--- src/rtl/filtro_pkg.sv ---
// Shared types and scaling helper for the parametrised first-order IIR section.
package filtro_pkg;

  typedef enum logic [2:0] {REPOSO, MUL_B0, MUL_B1, MUL_A1, ESCALA, LISTO} estado_t;

  // Widest word the helper supports; the accumulator is sized for three 2W-bit terms.
  localparam int W_MAX     = 32;
  localparam int ACC_W_MAX = 2*W_MAX + 2;

  function automatic int acc_w(input int w);
    return 2*w + 2;
  endfunction

  // Round half up, drop f fraction bits, clamp to a w-bit signed range.
  function automatic logic signed [W_MAX-1:0] sat_redondeo(
    input logic signed [ACC_W_MAX-1:0] acc, input int w, input int f);
    logic signed [ACC_W_MAX-1:0] uno, r, lim_hi, lim_lo;
    uno    = ACC_W_MAX'(1);
    r      = (acc + (uno <<< (f-1))) >>> f;
    lim_hi = (uno <<< (w-1)) - uno;
    lim_lo = -(uno <<< (w-1));
    if (r > lim_hi)      r = lim_hi;
    else if (r < lim_lo) r = lim_lo;
    return r[W_MAX-1:0];
  endfunction

endpackage

--- src/rtl/filtro_iir1_param_mac_serie.sv ---
// Shared signed multiplier with a three-way operand select feeding one accumulator.
module mac_serie #(
  parameter int W     = 25,
  parameter int ACC_W = 2*W + 2
) (
  input  logic                    clk,
  input  logic                    rst,
  input  logic                    clr,
  input  logic                    en,
  input  logic [1:0]              sel,
  input  logic signed [W-1:0]     k0,
  input  logic signed [W-1:0]     k1,
  input  logic signed [W-1:0]     k2,
  input  logic signed [W-1:0]     x0,
  input  logic signed [W-1:0]     x1,
  input  logic signed [W-1:0]     x2,
  output logic signed [ACC_W-1:0] acc
);
  logic signed [W-1:0]   k, x;
  logic signed [2*W-1:0] prod;

  always_comb begin
    k = k0;
    x = x0;
    case (sel)
      2'd1: begin k = k1; x = x1; end
      2'd2: begin k = k2; x = x2; end
      default: ;
    endcase
  end

  assign prod = k * x;

  always_ff @(posedge clk) begin
    if (rst || clr)  acc <= '0;
    else if (en)     acc <= acc + ACC_W'(prod);
  end
endmodule

--- src/rtl/filtro_iir1_param.sv ---
// First-order IIR y = B0*u + B1*u[n-1] + A1*y[n-1], one multiplier sequenced by an FSM.
module filtro_iir1_param import filtro_pkg::*; #(
  parameter int W  = 25,
  parameter int F  = 16,
  parameter int B0 = 64225,
  parameter int B1 = -64225,
  parameter int A1 = 64225
) (
  input  logic                clk,
  input  logic                rst,
  input  logic                rx,
  input  logic signed [W-1:0] u,
  input  logic                borrar,
  output logic                rx_2,
  output logic signed [W-1:0] y,
  output logic                ocupado
);
  localparam int ACC_W = acc_w(W);
  localparam logic signed [W-1:0] KB0 = W'(B0);
  localparam logic signed [W-1:0] KB1 = W'(B1);
  localparam logic signed [W-1:0] KA1 = W'(A1);

  estado_t                  estado;
  logic signed [W-1:0]      u0, u1, y1;
  logic                     pend;
  logic                     mac_clr, mac_en;
  logic [1:0]               mac_sel;
  logic signed [ACC_W-1:0]  acc;
  logic signed [W_MAX-1:0]  sat_full;
  logic signed [W-1:0]      res;
  logic                     sat_unused;

  assign mac_clr = (estado == REPOSO) && rx;
  assign mac_en  = (estado == MUL_B0) || (estado == MUL_B1) || (estado == MUL_A1);

  always_comb begin
    mac_sel = 2'd0;
    case (estado)
      MUL_B1:  mac_sel = 2'd1;
      MUL_A1:  mac_sel = 2'd2;
      default: mac_sel = 2'd0;
    endcase
  end

  mac_serie #(.W(W), .ACC_W(ACC_W)) u_mac (
    .clk(clk), .rst(rst), .clr(mac_clr), .en(mac_en), .sel(mac_sel),
    .k0(KB0), .k1(KB1), .k2(KA1), .x0(u0), .x1(u1), .x2(y1), .acc(acc)
  );

  assign sat_full   = sat_redondeo(ACC_W_MAX'(acc), W, F);
  assign res        = sat_full[W-1:0];
  assign sat_unused = ^sat_full[W_MAX-1:W];

  always_ff @(posedge clk) begin
    if (rst) begin
      estado  <= REPOSO;
      y       <= '0;
      rx_2    <= 1'b0;
      ocupado <= 1'b0;
      u0      <= '0;
      u1      <= '0;
      y1      <= '0;
      pend    <= 1'b0;
    end else begin
      rx_2 <= 1'b0;
      case (estado)
        REPOSO: begin
          // Clear takes effect before a same-cycle sample reads the history.
          if (borrar) begin u1 <= '0; y1 <= '0; end
          if (rx) begin
            u0      <= u;
            ocupado <= 1'b1;
            estado  <= MUL_B0;
          end
        end
        MUL_B0: begin pend <= pend | borrar; estado <= MUL_B1; end
        MUL_B1: begin pend <= pend | borrar; estado <= MUL_A1; end
        MUL_A1: begin pend <= pend | borrar; estado <= ESCALA; end
        ESCALA: begin
          y <= res;
          // A clear seen mid-computation wins over the history update.
          if (pend || borrar) begin u1 <= '0; y1 <= '0; end
          else begin u1 <= u0; y1 <= res; end
          pend   <= 1'b0;
          estado <= LISTO;
        end
        LISTO: begin
          if (borrar) begin u1 <= '0; y1 <= '0; end
          rx_2    <= 1'b1;
          ocupado <= 1'b0;
          estado  <= REPOSO;
        end
        default: estado <= REPOSO;
      endcase
    end
  end
endmodule

--- config.mk ---
export PLATFORM = sky130hd
export DESIGN_NAME = filtro_iir1_param
export DESIGN_NICKNAME = d
export VERILOG_FILES = /design/src/rtl/filtro_pkg.sv /design/src/rtl/filtro_iir1_param_mac_serie.sv /design/src/rtl/filtro_iir1_param.sv
export SDC_FILE = /design/constraint.sdc
export NUM_CORES = 1
export LEC_CHECK = 0
export ABC_CLOCK_PERIOD_IN_PS = 24800
export CELL_PAD_IN_SITES_DETAIL_PLACEMENT = 1
export CELL_PAD_IN_SITES_GLOBAL_PLACEMENT = 1
export CORE_MARGIN = 5
export CORE_UTILIZATION = 50
export CTS_CLUSTER_SIZE = 24
export DETAILED_ROUTE_END_ITERATION = 6
export GPL_ROUTABILITY_DRIVEN = 0
export GPL_TIMING_DRIVEN = 0
export PLACE_DENSITY = 0.84
export SLEW_MARGIN = 20
export SYNTH_ARGS = -nofsm -noshare
export SYNTH_HDL_FRONTEND = slang
export SYNTH_SLANG_ARGS = --single-unit
--- constraint.sdc ---
create_clock -name clk -period 24.8 [get_ports clk]
set_input_delay 6.2 -clock clk [delete_from_list [all_inputs] [get_ports clk]]
set_output_delay 6.2 -clock clk [all_outputs]
set_load 0.01 [all_outputs]
==> metrics.cfg, run 1 <==
[status]
status=finished, final reports clean

[hold_path]
holdCritPathClass=flip-flop to flip-flop

[sta]
setup_viol=0
worst_slew_pin_slew_ns=1.10
finalCriticalPeriod_ns=11.40
slew_headroom=0.263
drv_slew=0
tns_ns=0
hold_viol_final=0
skew_ns=0.0147
fin_ws_ns=13.40
fin_crit_sh=0.460
rsz0062_at_grt=false
fmax_mhz=87.7

[worst_setup_path]
critPathMaxFanout=10
crit_path_max_incr_delay_ns=0.87
regToRegSetupSlack_ns=13.40
crit_slowest_cell=fa_1
worst_setup_path_start_kind=flip-flop
crit_arrival_ns=11.77
rr_endpoint=u_mac.acc[50]
startpoint=estado[1]
required_ns=25.17
worstSetupPathType=flip-flop to flip-flop
crit_path_end_kind=flip-flop
r2r_start=estado[1]
endpoint=u_mac.acc[50]
rr_worst_depth=30

[synthesis]
synth_seq_cells=158
synthArstFlopShare=0
synth-seq-area-share=0.129
syn_avg_cell_area_um2=9.10
synth_nets=3427
syn_inst=2698
syn_area_um2=24600
synth_edf_count=0
yosysTopAreaCellShare=0.402
synth-main-ff-cell=dfxtp_1
synth_area_leaders=fa_1 (40%), dfxtp_1 (13%), ha_1 (11%)
synth_area_leader_cell=fa_1
yosysWarnings=0
ys_types=69

[global_route]
use_met2=0.579
grt_pass1_wl_mm=133
use_met3=0.0561
grt_pass1_vias=22900
grt_overflow=0
grt.total_usage=0.325
antenna_found_initial=0
use_met1=0.378
grt_max_degree=30
busiest_layer=met2

[finish]
nNetsFinal=3503
diodes=0
drive_gt1_frac=0.0276
instances_no_fill=3449
fill_cells=5678
layout_common_cells=inv_1 (681), fa_1 (493), nand2_1 (286), ha_1 (207), dfxtp_1 (158)
final_common_cell=inv_1
area_growth_pct=8.45

[detailed_routing]
drt-pass1-iter-count=6
drt-total-wl_mm=84.7
viasPerCell=5.71
drtIter0Drc=1469
route.detailed.drc=0
drt-wirelength-per-cell_um=24.6
vias=19700
antenna_left=0

[floorplanning]
ioPinCount=56
die_x_um=232
rows=81
die_h_um=232
start_util=0.504
die_area_um2=53700
core_area_um2=48700

[clock_network]
cts_tree=done
hold_buffers=0
clock_latency_ns=0.46
clockBufferDepth=2
post_cts_buffers=0
cts_made_buffers=17
root_buffer=clkbuf_16
clk_pin_slew_worst_paths_ns=0.07
cts.sinks=158
cts-htree-levels=4
cts_resized=0

[pwr]
power_density_nw_per_um2=82.9
ir_worst_vdd_mv=0.0713
p_leak_nw=13.4

[placement]
portBuffers=55
dp_hpwl_mm=73.0
place_ws_ns=13.67
dpl.cell_count=3419

[flow_run]
drv_cap=0

-- how the worst min path moves through the flow --
stage	cells after the start	to	start	slack, ns
final	2	u_mac.acc[13]	u_mac.acc[13]	0.47
after global placement	2	u_mac.acc[0]	u_mac.acc[0]	0.45
after global routing	2	u_mac.acc[12]	u_mac.acc[12]	0.49
after detailed placement	2	u_mac.acc[13]	u_mac.acc[13]	0.46
after floorplan	2	u_mac.acc[10]	u_mac.acc[10]	0.44
after CTS	2	u_mac.acc[13]	u_mac.acc[13]	0.47
-- routing by layer --
layer / vias to the layer above / share of wire
met5: - / 0
met4: 0 / 0.066
met3: 271 / 0.061
met2: 714 / 0.51
met1: 10200 / 0.36
li1: 8494 / -
-- final cells by class --
type,count,area [um2],share of cell area
buffer,112,447,0.0168
timing repair buffer,57,591,0.0222
sequential,158,3160,0.119
clock buffer,18,429,0.0161
inverter,683,2560,0.0963
tap,664,831,0.0312
clock inverter,12,211,0.00794
multi-input combinational,1745,18400,0.691
-- report_power, final --
| group | internal [mW] | switching, mW | total (mW) | leakage [nW] |
|---|---|---|---|---|
| combinational | 0.584 | 0.992 | 1.58 | 11.8 |
| clock | 0.179 | 0.122 | 0.301 | 0.310 |
| sequential | 0.281 | 0.0503 | 0.331 | 1.28 |
-- through the flow --
stage,util,hold slack [ns],power (mW),area [um2]
floorplan,-,0.436,1.39,24600
global placement,0.532,0.446,1.76,25900
detailed placement,0.533,0.455,1.87,26000
CTS,0.546,0.470,2.19,26600
global route,0.546,0.492,2.38,26600
finish,0.546,0.469,2.21,26600
-- worst max-delay path: cells and delay by family (launching register included) --
| family | cells | cell delay [ns] |
|---|---|---|
| and+or+nand+nor | 6 | 1.40 |
| adders and majority gates | 8 | 4.40 |
| buffers and inverters | 10 | 2.71 |
| DFF | 1 | 0.31 |
| AOI/OAI and AO/OA | 6 | 2.43 |
-- cells in the mapped netlist (all sizes together) (7+ instances only) --
cell    number
nor2        96
nor3        29
o21a        19
ha         207
or2          7
nand4       21
o21ai       73
a22oi       27
buf         17
a31oi       29
nor2b        8
a211oi       8
xnor2       49
and3        26
xor2        22
clkbuf      95
dfxtp      158
a21o        19
o21bai      12
fa         493
o211ai      11
a21oi      118
nand3       38
inv        683
nand2b      12
a21boi      22
o22ai       26
mux2i       12
nand2      287
-- flip-flops by register name, summed over array words and instances (netlist names) --
name,cells
estado,3
ocupado,1
pend,1
rx_2,1
u0,25
u1,25
u_mac.acc,52
y,25
y1,25
-- kinds of logic (layout without fill, tap and decap cells) --
group / count (synthesis) / count (layout) / share of synthesized area
buf+inv: 795 / 882 / 0.123
flops: 158 / 158 / 0.129
compound gates: 401 / 401 / 0.107
simple gates: 560 / 560 / 0.103
fa+ha+maj: 701 / 701 / 0.508
xor+xnor: 71 / 71 / 0.0253
mux: 12 / 12 / 0.00489
Note: power is estimated with default switching activity, not from simulation.
==> run 2, diff against run 1 <==
--- a/config.mk
+++ b/config.mk
@@ -5,7 +5,7 @@
 export SDC_FILE = /design/constraint.sdc
 export NUM_CORES = 1
 export LEC_CHECK = 0
-export ABC_CLOCK_PERIOD_IN_PS = 24800
+export ABC_CLOCK_PERIOD_IN_PS = 11000
 export CELL_PAD_IN_SITES_DETAIL_PLACEMENT = 1
 export CELL_PAD_IN_SITES_GLOBAL_PLACEMENT = 1
 export CORE_MARGIN = 5
==> constraint.sdc (replaced) <==
create_clock -name clk -period 11 [get_ports clk]
set_input_delay 2.75 -clock clk [delete_from_list [all_inputs] [get_ports clk]]
set_output_delay 2.75 -clock clk [all_outputs]
set_load 0.01 [all_outputs]
==> metrics.cfg, run 2 (same netlist as run 1, synthesis figures left out) <==
[floorplanning]
core_area_um2=48700
rows=81
die_area_um2=53700
start_util=0.504
die_x_um=232
ioPinCount=56
die_h_um=232

[clock_network]
post_cts_buffers=0
clockBufferDepth=2
clock_latency_ns=0.46
clk_pin_slew_worst_paths_ns=0.07
cts_tree=done
cts_made_buffers=17
cts.sinks=158
root_buffer=clkbuf_16
cts-htree-levels=4
hold_buffers=0

[worst_setup_path]
crit_path_max_incr_delay_ns=0.87
worst_setup_path_start_kind=flip-flop
rr_endpoint=u_mac.acc[50]
rr_worst_depth=28
crit_arrival_ns=10.77
r2r_start=estado[0]
endpoint=u_mac.acc[50]
cp.depth=28
worstSetupPathType=flip-flop to flip-flop
critPathTopFamily=adder cells
startpoint=estado[0]
crit_slowest_cell=fa_1
regToRegSetupSlack_ns=0.60
critPathMaxFanout=19
crit_path_end_kind=flip-flop
path_buf_inv=9
required_ns=11.36

[placement]
placed_area_um2=26000
dp_hpwl_mm=73.0
dpl.cell_count=3419
portBuffers=55

[global_route]
grt_pass1_vias=22900
grt_overflow=0
grt.total_usage=0.325
grt_pass1_wl_mm=133
grt_max_degree=30
antenna_found_initial=0

[finish]
nNetsFinal=3502
fill_cells=5680
top_register=u_mac.acc
drive_gt1_frac=0.0287
area_growth_pct=8.47
largest_reg_flops=52
layout_common_cells=inv_1 (681), fa_1 (492), nand2_1 (286), ha_1 (207), dfxtp_1 (158)
diodes=0
final_common_cell=inv_1
final_area_um2=26600
instances_no_fill=3448

[sta]
rsz0062_at_grt=false
fin_crit_sh=0.946
finalCriticalPeriod_ns=10.40
setup_viol=0
slew_headroom=0.268
holdWs_ns=0.469
drv_slew=0
fmax_mhz=96.1
worst_slew_pin_slew_ns=1.10
hold_viol_final=0
tns_ns=0
skew_ns=0.0136

[detailed_routing]
route.detailed.drc=6
drt-pass1-iter-count=7
antenna_left=0
viasPerCell=5.74
drt-wirelength-per-cell_um=24.5
drt-total-wl_mm=84.6
vias=19800
drtIter0Drc=1454

[status]
violations=design-rule violations
status=finished with violations

[hold_path]
holdCritPathClass=flip-flop to flip-flop

[pwr]
ir_worst_vdd_mv=0.160
power_mw=4.98
p_leak_nw=13.4
power_density_nw_per_um2=187

[flow_run]
drv_cap=0

run 2: changes by cell type in the layout (fill, tap and decap cells not counted):
cell,before,now
a2111oi_1,2,1
a2111oi_2,0,1
buf_1,10,9
clkbuf_1,96,95
clkbuf_2,0,1
fa_1,493,492
fa_2,0,1
run 2: routing by layer:
metal  part of all wire  routed length, um  up-vias  GRT usage
met5                  0                  0        -          0
met1               0.36              30500    10200      0.378
met2               0.51              43000      780      0.579
met4              0.067               5650        0      0.166
met3              0.064               5390      276     0.0561
li1                   -                  -     8491          -
run 2: final cells by class:
type / count / area [um2] / share of cell area
Multi-Input combinational cell: 1745 / 18400 / 0.691
Sequential cell: 158 / 3160 / 0.119
Inverter: 683 / 2560 / 0.0962
Tap cell: 664 / 831 / 0.0312
Timing Repair Buffer: 57 / 591 / 0.0222
Buffer: 111 / 444 / 0.0167
Clock buffer: 18 / 429 / 0.0161
Clock inverter: 12 / 211 / 0.00794
run 2: how the worst min path moves through the flow:
stage / from / to / slack [ns] / depth (start not counted)
after floorplan: u_mac.acc[10] / u_mac.acc[10] / 0.44 / 2
after global placement: u_mac.acc[0] / u_mac.acc[0] / 0.45 / 2
after detailed placement: u_mac.acc[13] / u_mac.acc[13] / 0.46 / 2
after CTS: u_mac.acc[13] / u_mac.acc[13] / 0.47 / 2
after global routing: u_mac.acc[12] / u_mac.acc[12] / 0.49 / 2
final: u_mac.acc[13] / u_mac.acc[13] / 0.47 / 2
run 2: worst reg2reg max path: cells and delay by family, from the launching register on:
kind	cells	cell delay [ns]
buffers and inverters	9	1.95
AND/OR/NAND/NOR	5	1.08
flip-flops	1	0.35
AO/OA/AOI/OAI	6	2.17
adder cells (fa/ha/maj)	8	4.76
run 2: per-stage QoR:
step / worst slack [ns] / utilization
4_1_cts: 0.0905 / 0.546
3_5_place_dp: -0.129 / 0.533
3_3_place_gp: -0.498 / 0.532
5_1_grt: 0.0202 / 0.546
6_report: 0.596 / 0.546
2_1_floorplan: 2.68 / -
run 2: power by group:
group          internal, mW  switching [mW]  total, mW
registers             0.633           0.114      0.747
clock network         0.404           0.272      0.676
logic                  1.32            2.24       3.55
run 2: timing repair:
item	in CTS	in global routing
cloned	0	0
endpoints found under the setup margin	3	7
gates resized for setup	2	1
==> run 3, diff against run 2 <==
--- a/config.mk
+++ b/config.mk
@@ -10,7 +10,7 @@
 export CELL_PAD_IN_SITES_GLOBAL_PLACEMENT = 1
 export CORE_MARGIN = 5
 export CORE_UTILIZATION = 50
-export CTS_CLUSTER_SIZE = 24
+export CTS_CLUSTER_SIZE = 8
 export DETAILED_ROUTE_END_ITERATION = 6
 export GPL_ROUTABILITY_DRIVEN = 0
 export GPL_TIMING_DRIVEN = 0
==> results of run 3 <==
No change in the layout: final DEF, timing and power equal those of run 2.
